<file path="src/rtl/data_ram_arbiter.sv">
// data_ram_arbiter: round-robin arbiter sharing one single-ported data RAM
// between the CPU MEM stage (master 0) and the refill/writeback engine
// (master 1). Each access takes one SERVE cycle on the RAM pins, followed by
// a registered ack/rdata pulse to the granted master.
module data_ram_arbiter #(
  parameter int ADDR_W = 32,
  parameter int DATA_W = 32
) (
  input  logic                clk,
  input  logic                rst,
  input  logic                m0_req,
  input  logic                m0_we,
  input  logic [DATA_W/8-1:0] m0_sel,
  input  logic [ADDR_W-1:0]   m0_addr,
  input  logic [DATA_W-1:0]   m0_wdata,
  output logic                m0_ack,
  output logic [DATA_W-1:0]   m0_rdata,
  output logic                m0_stall,
  input  logic                m1_req,
  input  logic                m1_we,
  input  logic [DATA_W/8-1:0] m1_sel,
  input  logic [ADDR_W-1:0]   m1_addr,
  input  logic [DATA_W-1:0]   m1_wdata,
  output logic                m1_ack,
  output logic [DATA_W-1:0]   m1_rdata,
  output logic                ram_ce,
  output logic                ram_we,
  output logic [DATA_W/8-1:0] ram_sel,
  output logic [ADDR_W-1:0]   ram_addr,
  output logic [DATA_W-1:0]   ram_wdata,
  input  logic [DATA_W-1:0]   ram_rdata
);

  localparam logic [1:0] IDLE   = 2'd0;
  localparam logic [1:0] SERVE0 = 2'd1;
  localparam logic [1:0] SERVE1 = 2'd2;

  logic [1:0] state;
  logic [1:0] state_nxt;
  logic       last;   // master served most recently; the other wins a tie
  logic       elig0;
  logic       elig1;

  // A master whose ack is high this cycle has either dropped req or just
  // presented a new request; the new one competes from the next IDLE cycle.
  assign elig0 = m0_req & ~m0_ack;
  assign elig1 = m1_req & ~m1_ack;

  assign m0_stall = m0_req & ~m0_ack;

  // Next-state selection: arbitrate in IDLE, always return to IDLE after SERVE.
  always_comb begin
    // NOTE: every output of a combinational block gets a default first, so no
    // path through the case/if can leave it unassigned and infer a latch.
    state_nxt = IDLE;
    case (state)
      IDLE: begin
        if (elig0 && elig1) state_nxt = last ? SERVE0 : SERVE1;
        else if (elig0)     state_nxt = SERVE0;
        else if (elig1)     state_nxt = SERVE1;
      end
      default: state_nxt = IDLE;
    endcase
  end

  // State register and round-robin pointer; reset lets master 0 win first.
  always_ff @(posedge clk) begin
    // NOTE: sequential state uses non-blocking assignments so every register
    // samples pre-edge values regardless of statement order.
    if (rst) begin
      state <= IDLE;
      last  <= 1'b1;
    end else begin
      state <= state_nxt;
      if (state == SERVE0)      last <= 1'b0;
      else if (state == SERVE1) last <= 1'b1;
    end
  end

  // Registered completion: ack pulses one cycle after SERVE; reads capture
  // RAM data, writes leave the previous rdata untouched.
  always_ff @(posedge clk) begin
    if (rst) begin
      // NOTE: these are ordinary output registers, not storage arrays, so
      // resetting them is cheap and gives the pipeline a defined rdata.
      m0_ack   <= 1'b0;
      m1_ack   <= 1'b0;
      m0_rdata <= '0;
      m1_rdata <= '0;
    end else begin
      m0_ack <= (state == SERVE0);
      m1_ack <= (state == SERVE1);
      if (state == SERVE0 && !m0_we) m0_rdata <= ram_rdata;
      if (state == SERVE1 && !m1_we) m1_rdata <= ram_rdata;
    end
  end

  // RAM pin mux: driven from the granted master during SERVE, all zero
  // otherwise. Purely a function of state, so a reset asserted during SERVE
  // still lets that cycle's access reach the RAM.
  always_comb begin
    ram_ce    = 1'b0;
    ram_we    = 1'b0;
    ram_sel   = '0;
    ram_addr  = '0;
    ram_wdata = '0;
    case (state)
      SERVE0: begin
        ram_ce    = 1'b1;
        ram_we    = m0_we;
        ram_sel   = m0_sel;
        ram_addr  = m0_addr;
        ram_wdata = m0_wdata;
      end
      SERVE1: begin
        ram_ce    = 1'b1;
        ram_we    = m1_we;
        ram_sel   = m1_sel;
        ram_addr  = m1_addr;
        ram_wdata = m1_wdata;
      end
      default: ;
    endcase
  end

endmodule

</file>
<file path="config.mk">
export PLATFORM = sky130hd
export DESIGN_NAME = data_ram_arbiter
export DESIGN_NICKNAME = d
export VERILOG_FILES = /design/src/rtl/data_ram_arbiter.sv
export SDC_FILE = /design/constraint.sdc
export NUM_CORES = 1
export LEC_CHECK = 0
export ABC_AREA = 1
export CORE_AREA = 2 2 120 122
export DETAILED_ROUTE_END_ITERATION = 16
export DIE_AREA = 0 0 122 124
export GPL_TIMING_DRIVEN = 1
export PLACE_DENSITY = 0.74
export SLEW_MARGIN = 10
export SYNTH_ARGS = -nofsm -noshare
export SYNTH_HDL_FRONTEND = slang
export SYNTH_SLANG_ARGS = --single-unit
</file>
<file path="constraint.sdc">
create_clock -name clk -period 1.3 [get_ports clk]
set_input_delay 0.195 -clock clk [delete_from_list [all_inputs] [get_ports clk]]
set_output_delay 0.195 -clock clk [all_outputs]
set_load 0.05 [all_outputs]
</file>
* After elaboration in Yosys (flattened, before gate mapping)
Index checks and enable logic that the tools add are counted.
** Cells by class
- Equality and inequality tests :: 2
- Multiplexer cells :: 11
- Bitwise logic cells :: 5
- Reductions and logical operators :: 9
** Operators with widths (count)
- case mux 32 bit (2 select lines) :: 2
- 2-to-1 mux 2 bit :: 4
- case mux 4 bit (2 select lines) :: 1
- OR reduction 2 bit :: 2
- logical AND 1 bit :: 3
- 2-to-1 mux 1 bit :: 3
- inverter 1 bit :: 3
- bitwise AND 1 bit :: 2
- equality test 2 x 1 -> 1 bit, second input constant :: 1
- equality test 2 bit, second input constant :: 1
- zero test 1 bit :: 2
- zero test 2 bit :: 1
- case mux 1 bit (2 select lines) :: 1
- nonzero test 2 bit :: 1
** Word-level totals
- Bits in registers :: 69
- Input port bits :: 174

* Logic depth before layout (Yosys ltp)
Gate-level depths: netlist (run 1).
- Depth after elaboration :: 5
- Gate-level depth with buffers :: 8
- Gate-level depth less buffers :: 6

* Worst setup path before layout (run 1)
Ideal clock, no wire load.
- Path kind :: flip-flop to output port
- Start :: register state[1]
- End :: output ram_we
- Arrival :: 2.039 ns
- Required time :: 1.105 ns
- Setup slack :: -0.934 ns
- Stages on the path, launching flop included :: 6
- Path buffers :: 1
- Cell sequence :: dfxtp_1 inv_1 ha_1 buf_2 nand2_1 o21ai_1
** On the way
- Word-level cells in the longest chain between the ends :: 2
- Elaborated cells on any way between the ends :: 3
- Classes of those cells :: 2 x eq/ne; 1 x mux
** RTL lines
- start, declared :: line 38 : logic [1:0] state;
- start signal, assigned :: line 74 : state <= state_nxt;
- equality test 2 bit or equality test 2 x 1 -> 1 bit (tied branches) :: line 107 : case (state)
- case mux 1 bit (2 select lines) (*) :: line 107
- end, declared :: line 27 : output logic ram_we,
Mark *: on every way between the ends. The rest lies on a longest branch, timed or not.

* Final worst setup path (run 1)
- Start :: register state[1]
- End :: output ram_addr[6]
** On the way
- Word-level cells in the longest chain between the ends :: 2
- Elaborated cells on any way between the ends :: 3
- Classes of those cells :: 2 x eq/ne; 1 x mux
** RTL lines
- equality test 2 bit or equality test 2 x 1 -> 1 bit (tied branches) :: line 107
- case mux 32 bit (2 select lines) (*) :: line 107
- end, declared :: line 29 : output logic [ADDR_W-1:0] ram_addr,
Marks and branches as above.

==> summary.txt, run 1 <==
Power
  • Reg power frac: 27.5%
  • Leakage: 4.569 nW
  • Sw Pwr: approximately 2.9 mW
  • PD cells: roughly 740 nW/um^2
  • Comb pwr share: between 40% and 50%
  • Peak supply drop: ~0.48 mV
  • Int Pwr: roughly 5.6 mW
  • Clock power share: between 20 and 30%
  • Sw frac: about a third

Logic synthesis
  • XOR/XNOR share of the synthesized area: 0%
  • Yosys reg bits: 69
  • Synth warn: 0
  • Syn Nets: between 800 and 900
  • Synth area leaders: dfxtp_1 (35%), nand3_1 (25%), nand2_1 (13%)
  • Largest family of logic cells by synthesized area: simple AND/OR/NAND/NOR gates
  • Post-Synthesis Cells: between 600 and 700
  • Post-Synth Simple-Gate Area: around half
  • Number of synthesized flops with an enable pin: 0
  • Post-synth top area share: between 30 and 40%
  • Syn Std Cell Area: approximately 4000 um^2
  • Register area share after synthesis: between 30 and 40%
  • Top post-synthesis cells by count: nand3_1 (201), nand2_1 (137), nor2_1 (135)
  • Post-synthesis mux area share: 0%
  • Compound-Gate Fraction of Synth Area: 0.2507%
  • Count leader, synth: nand3_1
  • Syn_area_per_cell: just over 6 um^2
  • Post-synth ARST share: 0%
  • Area leader, netlist: dfxtp_1
  • Ys flop type: dfxtp_1
  • Distinct cells, synth: 15
  • Post-synthesis adder-cell area fraction: under 10%

STA
  • Setup ws final: -0.6305 ns
  • Fin. max-slew vios: 0
  • Slew HR: roughly 79%
  • Max Freq: 518.0 MHz
  • Crit share post-route: 148.5%
  • Setup TNS: -63.28 ns
  • Post-layout min period: around 1.9 ns
  • Clock Skew: 0.004861 ns
  • Final hold vios: 0
  • RSZ-0062 raised after global routing: yes
  • Final setup vio count: ~140
  • Worst-Margin Slew: about 0.31 ns

Global routing
  • Largest net degree at the start of global routing: 37
  • Initial antenna violation count: 0
  • GRT Total Usage: between 20% and 30%
  • GRT overflow: 0
  • First-pass GRT wire length: roughly 34 mm
  • Number of global-route vias before repair: 6123

CTS
  • CTS tree: done
  • Clock Tree Root: clkbuf_16
  • CTS sink count: between 60 and 70
  • # H-tree levels: 3
  • Cts bufs inserted: 9
  • Worst-path clk slew: 0.06 ns
  • Post-CTS Hold Fix Bufs: 0
  • Clock insertion delay at the later pin of the skew report: between 0.3 and 0.4 ns
  • Clock tree buffer depth: 2

Detailed routing
  • Antenna viol nets, final: 0
  • DR pass1 iterations: 7
  • Total wire length: between 20 and 30 mm
  • Post-route DRC violation count: 0
  • 1st-iter DRT viols: roughly 570
  • Vias: between 6000 and 7000
  • DR WL/cell: between 20 and 25 um
  • Vias per cell: approximately 5.2

Min path
  • Hold Path Sink: m0_rdata[9]$_SDFFE_PP0P_
  • Hold Crit Depth: 5
  • Worst min path class: primary input to flip-flop
  • Hold path start: ram_rdata[9]

Floorplan
  • Die W: 122 um
  • Die ar.: between 15000 and 20000 um^2
  • Core box area: 13720 um^2
  • Die Y: approximately 120 um
  • Initial core utilization: 29.10%
  • IO Count: ~310
  • Rows: 43

Critical path
  • Worst r2r path cells: 12
  • RR Startpoint: state[1]$_SDFF_PP0_
  • Setup CP Type: flip-flop to primary output
  • Top delay family on crit path: buffers and inverters
  • Critical Path AT: roughly 1.7 ns
  • Cells along the critical path: inv_2 > ha_4 > buf_6 > buf_16 > nand3_1 > nand2_4 > buf_12
  • CP endpoint kind: primary output
  • Worst path slowest cell: dfxtp_2
  • Crit path max fanout: 15
  • R2R Setup Slk: -0.48 ns
  • Buf/Inv on CP: 4
  • Worst setup SP type: flip-flop
  • WP data required: 1.11 ns
  • Worst r2r dst: m0_rdata[24]$_SDFFE_PP0P_
  • Slowest stage delay, CP: 0.34 ns

Run status
  • Status: finished, violations left
  • Failing checks: negative setup slack

Final layout
  • Ant. Diodes: 0
  • Final design area excluding fillers: about 11000 um^2
  • Share of cells above drive strength 1: 48.20%
  • Fill cells: between 700 and 800
  • Synth-to-Final Area Change: 185.9%
  • Final #Nets: about 1200

Place
  • Dpl hpwl: approximately 15 mm
  • DP Area: between 9000 and 10000 um^2
  • IO Port Bufs: between 300 and 400
  • RePlAce Congestion: approximately 0.86

Run
  • Max cap viols: 0
-- placed cells by master (no fill, tap or decap) --
master	Yosys	routed
buf_12	0	158
buf_16	0	8
buf_4	6	17
buf_6	6	20
buf_8	0	3
bufbuf_16	0	1
bufinv_16	0	1
clkbuf_1	7	2
clkbuf_16	0	18
clkbuf_8	0	1
clkdlybuf4s50_1	0	173
clkinv_2	0	2
clkinvlp_4	0	1
dfxtp_1	69	66
dfxtp_2	0	3
ha_4	0	4
inv_1	43	39
inv_2	2	4
inv_4	0	1
inv_8	0	1
nand2_1	137	67
nand2_2	0	1
nand2_4	0	67
nand2_8	0	2
nand3_1	201	103
nand3_2	0	87
nand3_4	0	11
nor2_1	135	68
nor2_2	0	49
nor2_4	2	21
nor3_1	1	1
o21ai_2	0	1
o21ai_4	0	1
-- layout make-up --
class | count | area [um^2] | share of cell area [%]
timing repair buffer | 389 | 5771 | 50.56
multi-input combinational | 483 | 3560 | 31.19
sequential | 69 | 1385 | 12.14
clock buffer | 12 | 246.5 | 2.160
tap | 180 | 225.2 | 1.973
inverter | 45 | 178.9 | 1.568
clock inverter | 4 | 47.55 | 0.4166
-- per-layer routing --
metal	global-route usage (%)	up-vias	share of wire, %
met1	30.28	2987	34
met3	8.562	75	8.0
li1	-	2770	-
met4	13.29	0	4.0
met2	54.26	372	54
met5	0	-	0
-- sequential cells by signal, indices dropped and copies added, names as in the netlist --
signal	flops
m0_rdata	32
m1_rdata	32
last	1
state	2
m0_ack	1
m1_ack	1
-- stage by stage --
stage	total power, mW	cells	setup slack (ns)	util [%]	hold WS, ns
global placement	5.135	1120	-0.2806	68.78	0.4897
detailed placement	5.165	1120	-0.3795	68.78	0.4983
finish	8.479	1182	-0.6305	83.19	0.5118
floorplan	3.658	653	-0.2287	-	0.2666
CTS	8.078	1165	-0.5958	77.88	0.5025
global route	8.728	1182	-0.6735	83.19	0.5368
-- power by group through the flow --
| stage | Combinational (mW) | Sequential (mW) | Clock (mW) |
|---|---|---|---|
| 2_1_floorplan | 1.05 | 2.61 | 0 |
| 3_3_place_gp | 2.78 | 2.35 | 0 |
| 3_5_place_dp | 2.81 | 2.36 | 0 |
| 4_1_cts | 3.29 | 2.32 | 2.47 |
| 5_1_grt | 3.81 | 2.35 | 2.58 |
| 6_report | 3.67 | 2.34 | 2.47 |
-- cell families after synthesis --
group | after synthesis
buffers and inverters | 102
adders and majority gates | 4
and+or+nand+nor | 476
DFF | 69
AOI/OAI and AO/OA | 2
-- what timing repair did --
action                                  in CTS  in global routing
endpoints found under the setup margin     135                137
cloned                                      12                 10
gates resized for setup                    121                121
pin swaps                                   12                 35
buffers inserted                            19                 13
-- tightest hold or removal path: stages --
cell and delay [ns]:
clkdlybuf4s50_1 0.39, inv_1 0.07, nand3_1 0.06, nand2_1 0.06, nor2_1 0.03
-- how the worst max path moves through the flow --
stage	start	to	slack, ns	cells after the start
2_1_floorplan	state[1]$_SDFF_PP0_	ram_addr[10]	-0.23	6
3_3_place_gp	state[0]$_SDFF_PP0_	ram_wdata[10]	-0.28	7
3_5_place_dp	m0_we	m0_rdata[4]$_SDFFE_PP0P_	-0.38	4
4_1_cts	state[0]$_SDFF_PP0_	ram_addr[21]	-0.60	7
5_1_grt	state[1]$_SDFF_PP0_	ram_addr[6]	-0.67	7
6_report	state[1]$_SDFF_PP0_	ram_addr[6]	-0.63	7
No activity file was read; power rests on OpenSTA's default activity.
==> run 2: changes to the inputs <==
==> constraint.sdc (replaced) <==
create_clock -name clk -period 1.3 [get_ports clk]
set_input_delay 0.26 -clock clk [delete_from_list [all_inputs] [get_ports clk]]
set_output_delay 0.26 -clock clk [all_outputs]
set_load 0.05 [all_outputs]
==> summary.txt, run 2 (same netlist as run 1, synthesis figures left out) <==
CTS
  • Cts bufs inserted: 9 (unchanged)
  • Clock tree buffer depth: 2 (unchanged)
  • Clock insertion delay at the later pin of the skew report: 0.33 ns (was 0.34 ns)
  • Worst-path clk slew: 0.05 ns (was 0.06 ns)
  • Post-CTS Hold Fix Bufs: 0 (unchanged)
  • CTS sink count: 69 (unchanged)
  • # H-tree levels: 3 (unchanged)
  • Clock Tree Root: clkbuf_16 (unchanged)
  • CTS tree: done (unchanged)

Detailed routing
  • Total wire length: 23.16 mm (was 25.37 mm)
  • Vias: 5931 (was 6204)
  • Post-route DRC violation count: 0 (unchanged)
  • Vias per cell: 5.074 (was 5.249)
  • Antenna viol nets, final: 0 (unchanged)
  • 1st-iter DRT viols: 312 (was 572)
  • DR WL/cell: 19.81 um (was 21.46 um)
  • DR pass1 iterations: 7 (unchanged)

Power
  • PD cells: 747.6 nW/um^2 (was 742.9 nW/um^2)
  • Leakage: 4.461 nW (was 4.569 nW)
  • Peak supply drop: 0.6488 mV (was 0.4822 mV)

STA
  • Post-layout min period: 2.007 ns (was 1.930 ns)
  • Setup ws final: -0.7065 ns (was -0.6305 ns)
  • Slew HR: 80.91% (was 79.05%)
  • Clock Skew: 0.006883 ns (was 0.004861 ns)
  • Crit share post-route: 154.3% (was 148.5%)
  • RSZ-0062 raised after global routing: yes (unchanged)
  • Fin. max-slew vios: 0 (unchanged)
  • Final setup vio count: 135 (was 136)
  • Worst-Margin Slew: 0.2864 ns (was 0.3132 ns)
  • Final hold vios: 0 (unchanged)
  • Max Freq: 498.4 MHz (was 518.0 MHz)
  • WHS: 0.5196 ns (was 0.5118 ns)
  • Setup TNS: -58.04 ns (was -63.28 ns)

Critical path
  • Worst path slowest cell: dfxtp_2 (unchanged)
  • CP dominant cell by count: buf_12
  • RR Startpoint: state[1]$_SDFF_PP0_ (unchanged)
  • Worst r2r dst: m0_rdata[6]$_SDFFE_PP0P_ (was m0_rdata[24]$_SDFFE_PP0P_)
  • Worst r2r path cells: 11 (was 12)
  • R2R Setup Slk: -0.31 ns (was -0.48 ns)
  • Cells along the critical path: inv_4 > ha_4 > buf_12 > buf_12 > nand3_1 > nand2_4 > buf_12 (was inv_2 > ha_4 > buf_6 > buf_16 > nand3_1 > nand2_4 > buf_12)
  • Setup CP Type: flip-flop to primary output (unchanged)
  • Crit path max fanout: 13 (was 15)
  • Critical Path AT: 1.75 ns (was 1.74 ns)
  • CP endpoint kind: primary output (unchanged)
  • Buf/Inv on CP: 4 (unchanged)
  • Slowest stage delay, CP: 0.35 ns (was 0.34 ns)
  • WP data required: 1.04 ns (was 1.11 ns)
  • Worst setup SP type: flip-flop (unchanged)
  • Top delay family on crit path: buffers and inverters (unchanged)

Global routing
  • First-pass GRT wire length: 31.26 mm (was 33.64 mm)
  • GRT Total Usage: 27.06% (was 29.20%)
  • Number of global-route vias before repair: 5810 (was 6123)
  • Initial antenna violation count: 0 (unchanged)
  • Largest net degree at the start of global routing: 44 (was 37)
  • GRT overflow: 0 (unchanged)

Floorplan
  • Rows: 43 (unchanged)
  • Die Y: 124 um (unchanged)
  • Core box area: 13720 um^2 (unchanged)
  • Die W: 122 um (unchanged)
  • Initial core utilization: 29.10% (unchanged)
  • Die ar.: 15130 um^2 (unchanged)
  • IO Count: 311 (unchanged)

Run status
  • Failing checks: negative setup slack (unchanged)
  • Status: finished, violations left (unchanged)

Min path
  • Hold path start: m1_rdata[5]$_SDFFE_PP0P_ (was ram_rdata[9])
  • Hold Crit Depth: 2 (was 5)
  • Worst min path class: flip-flop to flip-flop (was primary input to flip-flop)
  • Hold Path Sink: m1_rdata[5]$_SDFFE_PP0P_ (was m0_rdata[9]$_SDFFE_PP0P_)

Final layout
  • Synth-to-Final Area Change: 179.7% (was 185.9%)
  • Ant. Diodes: 0 (unchanged)
  • Most common cell after layout, fill and taps aside: clkdlybuf4s50_1 (unchanged)
  • Commonest cells after routing, fill and taps aside: clkdlybuf4s50_1 (173), buf_12 (156), nand3_1 (103) (was clkdlybuf4s50_1 (173), buf_12 (158), nand3_1 (103))
  • Biggest regs: m0_rdata: 32 flops, m1_rdata: 32 flops, state: 2 flops (unchanged)
  • Share of cells above drive strength 1: 46.21% (was 48.20%)
  • Final #Nets: 1162 (was 1175)

Place
  • RePlAce Congestion: 0.8432 (was 0.8590)
  • Dpl hpwl: 14.76 mm (was 14.96 mm)
  • IO Port Bufs: 310 (unchanged)

Run
  • Max cap viols: 0 (unchanged)
## run 2: changes by cell type in the layout (fill, tap and decap cells not counted), sizes merged
| cell | previous run | this run |
|---|---|---|
| nor2 | 138 | 137 |
| clkbuf | 21 | 18 |
| clkinv | 2 | 1 |
| bufbuf | 1 | 0 |
| buf | 206 | 199 |
## run 2: layout make-up
type	count	area, um^2
Tap cell	180	225.2
Timing Repair Buffer	377	5527
Clock inverter	3	42.54
Fill cell	784	2551
Multi-Input combinational cell	482	3542
Sequential cell	69	1385
Inverter	45	176.4
Clock buffer	13	270.3
## run 2: how the worst max path moves through the flow
stage	depth (start not counted)	slack, ns	start	endpoint
2_1_floorplan	6	-0.29	state[1]$_SDFF_PP0_	ram_addr[10]
3_3_place_gp	6	-0.30	state[0]$_SDFF_PP0_	ram_wdata[28]
3_5_place_dp	6	-0.34	state[0]$_SDFF_PP0_	ram_addr[7]
4_1_cts	7	-0.64	state[1]$_SDFF_PP0_	ram_we
5_1_grt	7	-0.75	state[0]$_SDFF_PP0_	ram_wdata[23]
6_report	7	-0.71	state[0]$_SDFF_PP0_	ram_wdata[23]
## run 2: report_power, final
group / leakage [nW] / total (mW) / internal, mW / switching (mW)
registers: 0.562 / 2.34 / 2.21 / 0.125
logic: 3.75 / 3.49 / 1.77 / 1.72
clock network: 0.152 / 2.53 / 1.64 / 0.887
## run 2: through the flow
stage	setup WS [ns]	utilization, %	area (um^2)	instances	power (mW)
2_1_floorplan	-0.2937	-	4711	653	3.658
3_3_place_gp	-0.2980	69.20	9494	1126	5.167
3_5_place_dp	-0.3414	69.20	9494	1126	5.193
4_1_cts	-0.6362	76.48	10490	1162	8.057
5_1_grt	-0.7496	81.40	11170	1169	8.635
6_report	-0.7065	81.40	11170	1169	8.349
## run 2: what timing repair did
item | in CTS | in global routing
setup buffers | 9 | 7
endpoints found under the setup margin | 136 | 137
pin swaps | 15 | 46
gates resized for setup | 94 | 134
gates cloned | 11 | 4
## run 2: metal layers
layer	up-vias	global-route usage, %	part of all wire, %
met5	-	0	0
met4	0	10.99	3.5
li1	2743	-	-
met3	56	8.654	8.4
met1	2847	28.29	35
met2	285	50.07	54
## run 2: tightest hold or removal path, cell delays in order, from the launching register on
cell and delay (ns):
dfxtp_1 0.33, nor2_1 0.10, nor2_1 0.05
==> run 3: changes to the inputs <==
--- a/config.mk
+++ b/config.mk
@@ -6,11 +6,13 @@
 export NUM_CORES = 1
 export LEC_CHECK = 0
 export ABC_AREA = 1
+export CAP_MARGIN = 10
 export CORE_AREA = 2 2 120 122
 export DETAILED_ROUTE_END_ITERATION = 16
 export DIE_AREA = 0 0 122 124
 export GPL_TIMING_DRIVEN = 1
 export PLACE_DENSITY = 0.74
+export SKIP_CTS_REPAIR_TIMING = 1
 export SLEW_MARGIN = 10
 export SYNTH_ARGS = -nofsm -noshare
 export SYNTH_HDL_FRONTEND = slang
==> summary.txt, run 3 (same netlist as run 1, synthesis figures left out) <==
Run status
  • Status: finished, violations left (unchanged)
  • Failing checks: negative setup slack (unchanged)

Global routing
  • GRT overflow: 0 (unchanged)
  • Number of global-route vias before repair: 5296 (was 5810)
  • Largest net degree at the start of global routing: 52 (was 44)
  • GRT Total Usage: 23.53% (was 27.06%)
  • Initial antenna violation count: 0 (unchanged)
  • First-pass GRT wire length: 27.54 mm (was 31.26 mm)

Critical path
  • Slowest stage delay, CP: 0.37 ns (was 0.35 ns)
  • Worst path slowest cell: dfxtp_2 (unchanged)
  • Critical Path AT: 1.76 ns (was 1.75 ns)
  • WP data required: 1.04 ns (about the same)
  • Crit path max fanout: 9 (was 13)
  • Setup CP Type: flip-flop to primary output (unchanged)
  • CP dominant cell by count: buf_12 (unchanged)
  • Top delay family on crit path: buffers and inverters (unchanged)
  • Cells along the critical path: inv_4 > ha_4 > buf_12 > buf_12 > nand3_1 > nand2_4 > buf_12 (unchanged)
  • CP endpoint kind: primary output (unchanged)
  • Buf/Inv on CP: 4 (unchanged)
  • Worst setup SP type: flip-flop (unchanged)

STA
  • Max Freq: 495.4 MHz (was 498.4 MHz)
  • Final setup vio count: 136 (was 135)
  • Setup TNS: -64.95 ns (was -58.04 ns)
  • Worst-Margin Slew: 0.2808 ns (was 0.2864 ns)
  • Crit share post-route: 155.3% (was 154.3%)
  • RSZ-0062 raised after global routing: yes (unchanged)
  • Slew HR: 81.28% (was 80.91%)
  • Fin. max-slew vios: 0 (unchanged)
  • Post-layout min period: 2.018 ns (was 2.007 ns)
  • Final hold vios: 0 (unchanged)
  • Setup ws final: -0.7184 ns (was -0.7065 ns)
  • Clock Skew: 0.004909 ns (was 0.006883 ns)

Power
  • Pwr Total: 8.630 mW (was 8.349 mW)
  • PD cells: 736.9 nW/um^2 (was 747.6 nW/um^2)
  • Leakage: 4.593 nW (was 4.461 nW)
  • Peak supply drop: 0.6710 mV (was 0.6488 mV)

Final layout
  • Commonest cells after routing, fill and taps aside: clkdlybuf4s50_1 (173), buf_12 (161), nand3_2 (83), nand3_1 (83), nor2_1 (70) (was clkdlybuf4s50_1 (173), buf_12 (156), nand3_1 (103))
  • Synth-to-Final Area Change: 193.3% (was 179.7%)
  • Biggest regs: m0_rdata: 32 flops, m1_rdata: 32 flops, state: 2 flops (unchanged)
  • Final #Nets: 1172 (was 1162)
  • Ant. Diodes: 0 (unchanged)
  • Finished Layout Cells: 1179 (was 1169)
  • Share of cells above drive strength 1: 49.85% (was 46.21%)
  • Most common cell after layout, fill and taps aside: clkdlybuf4s50_1 (unchanged)

Floorplan
  • Rows: 43 (unchanged)
  • Core box area: 13720 um^2 (unchanged)
  • Die W: 122 um (unchanged)
  • IO Count: 311 (unchanged)
  • Die ar.: 15130 um^2 (unchanged)
  • Initial core utilization: 29.10% (unchanged)
  • Die Y: 124 um (unchanged)

Place
  • RePlAce Congestion: 0.8432 (unchanged)
  • Place WS: -0.3414 ns (unchanged)
  • Dpl hpwl: 14.76 mm (unchanged)
  • Dpl cells: 1126 (unchanged)
  • IO Port Bufs: 310 (unchanged)

CTS
  • Clock tree buffer depth: 2 (unchanged)
  • Clock Tree Root: clkbuf_16 (unchanged)
  • Clock insertion delay at the later pin of the skew report: 0.33 ns (about the same)
  • # H-tree levels: 3 (unchanged)
  • Worst-path clk slew: 0.06 ns (was 0.05 ns)
  • CTS tree: done (unchanged)
  • Cts bufs inserted: 9 (unchanged)
  • CTS sink count: 69 (unchanged)

Detailed routing
  • Vias per cell: 5.264 (was 5.074)
  • Antenna viol nets, final: 0 (unchanged)
  • 1st-iter DRT viols: 400 (was 312)
  • Post-route DRC violation count: 0 (unchanged)
  • Total wire length: 26.04 mm (was 23.16 mm)
  • DR WL/cell: 22.08 um (was 19.81 um)
  • Vias: 6206 (was 5931)
  • DR pass1 iterations: 5 (was 7)

Run
  • Max cap viols: 0 (unchanged)

Min path
  • Worst min path class: flip-flop to flip-flop (unchanged)
[run 3: per-layer routing]
layer | up-vias | wire (um) | global-route usage [%]
li1 | 2773 | - | -
met2 | 362 | 13840 | 42.28
met5 | - | 0 | 0
met3 | 91 | 2238 | 8.654
met1 | 2980 | 8720 | 25.52
met4 | 0 | 1235 | 8.046
[run 3: power breakdown]
group	internal (mW)	switching (mW)
logic	1.87	1.88
registers	2.21	0.132
clock network	1.64	0.893
total	5.72	2.91
[run 3: worst register-to-register path, delay by kind of cell, from the launching register on]
kind          cells  cell delay (ns)
fa+ha+maj         1             0.17
buf+inv           8             0.88
flops             1             0.34
simple gates      3             0.25
[run 3: final cells by class]
type	instances	area, um^2
repair buffers	387	5723
clock buffers	13	270.3
well taps	180	225.2
flip-flops and latches	69	1385
multi-input cells	482	3887
clock inverters	3	42.54
inverters	45	176.4
fillers	665	2009
[run 3: path summary, 6_finish.rpt]
kind	startpoint	end	slack (ns)	cells past startpoint
worst max-delay path	state[0]$_SDFF_PP0_	ram_addr[13]	-0.72	7
worst min-delay path	m1_rdata[5]$_SDFFE_PP0P_	m1_rdata[5]$_SDFFE_PP0P_	0.52	2
worst max register to register	state[1]$_SDFF_PP0_	m0_rdata[25]$_SDFFE_PP0P_	-0.45	12
worst min register to register	m1_rdata[5]$_SDFFE_PP0P_	m1_rdata[5]$_SDFFE_PP0P_	0.52	2
[run 3: stage by stage]
stage	hold slack (ns)	util, %	cell area [um^2]
3_3_place_gp	0.4862	69.20	9494
5_1_grt	0.5394	85.35	11710
2_1_floorplan	0.3316	-	4711
6_report	0.5183	85.35	11710
4_1_cts	0.5083	71.48	9807
3_5_place_dp	0.4907	69.20	9494
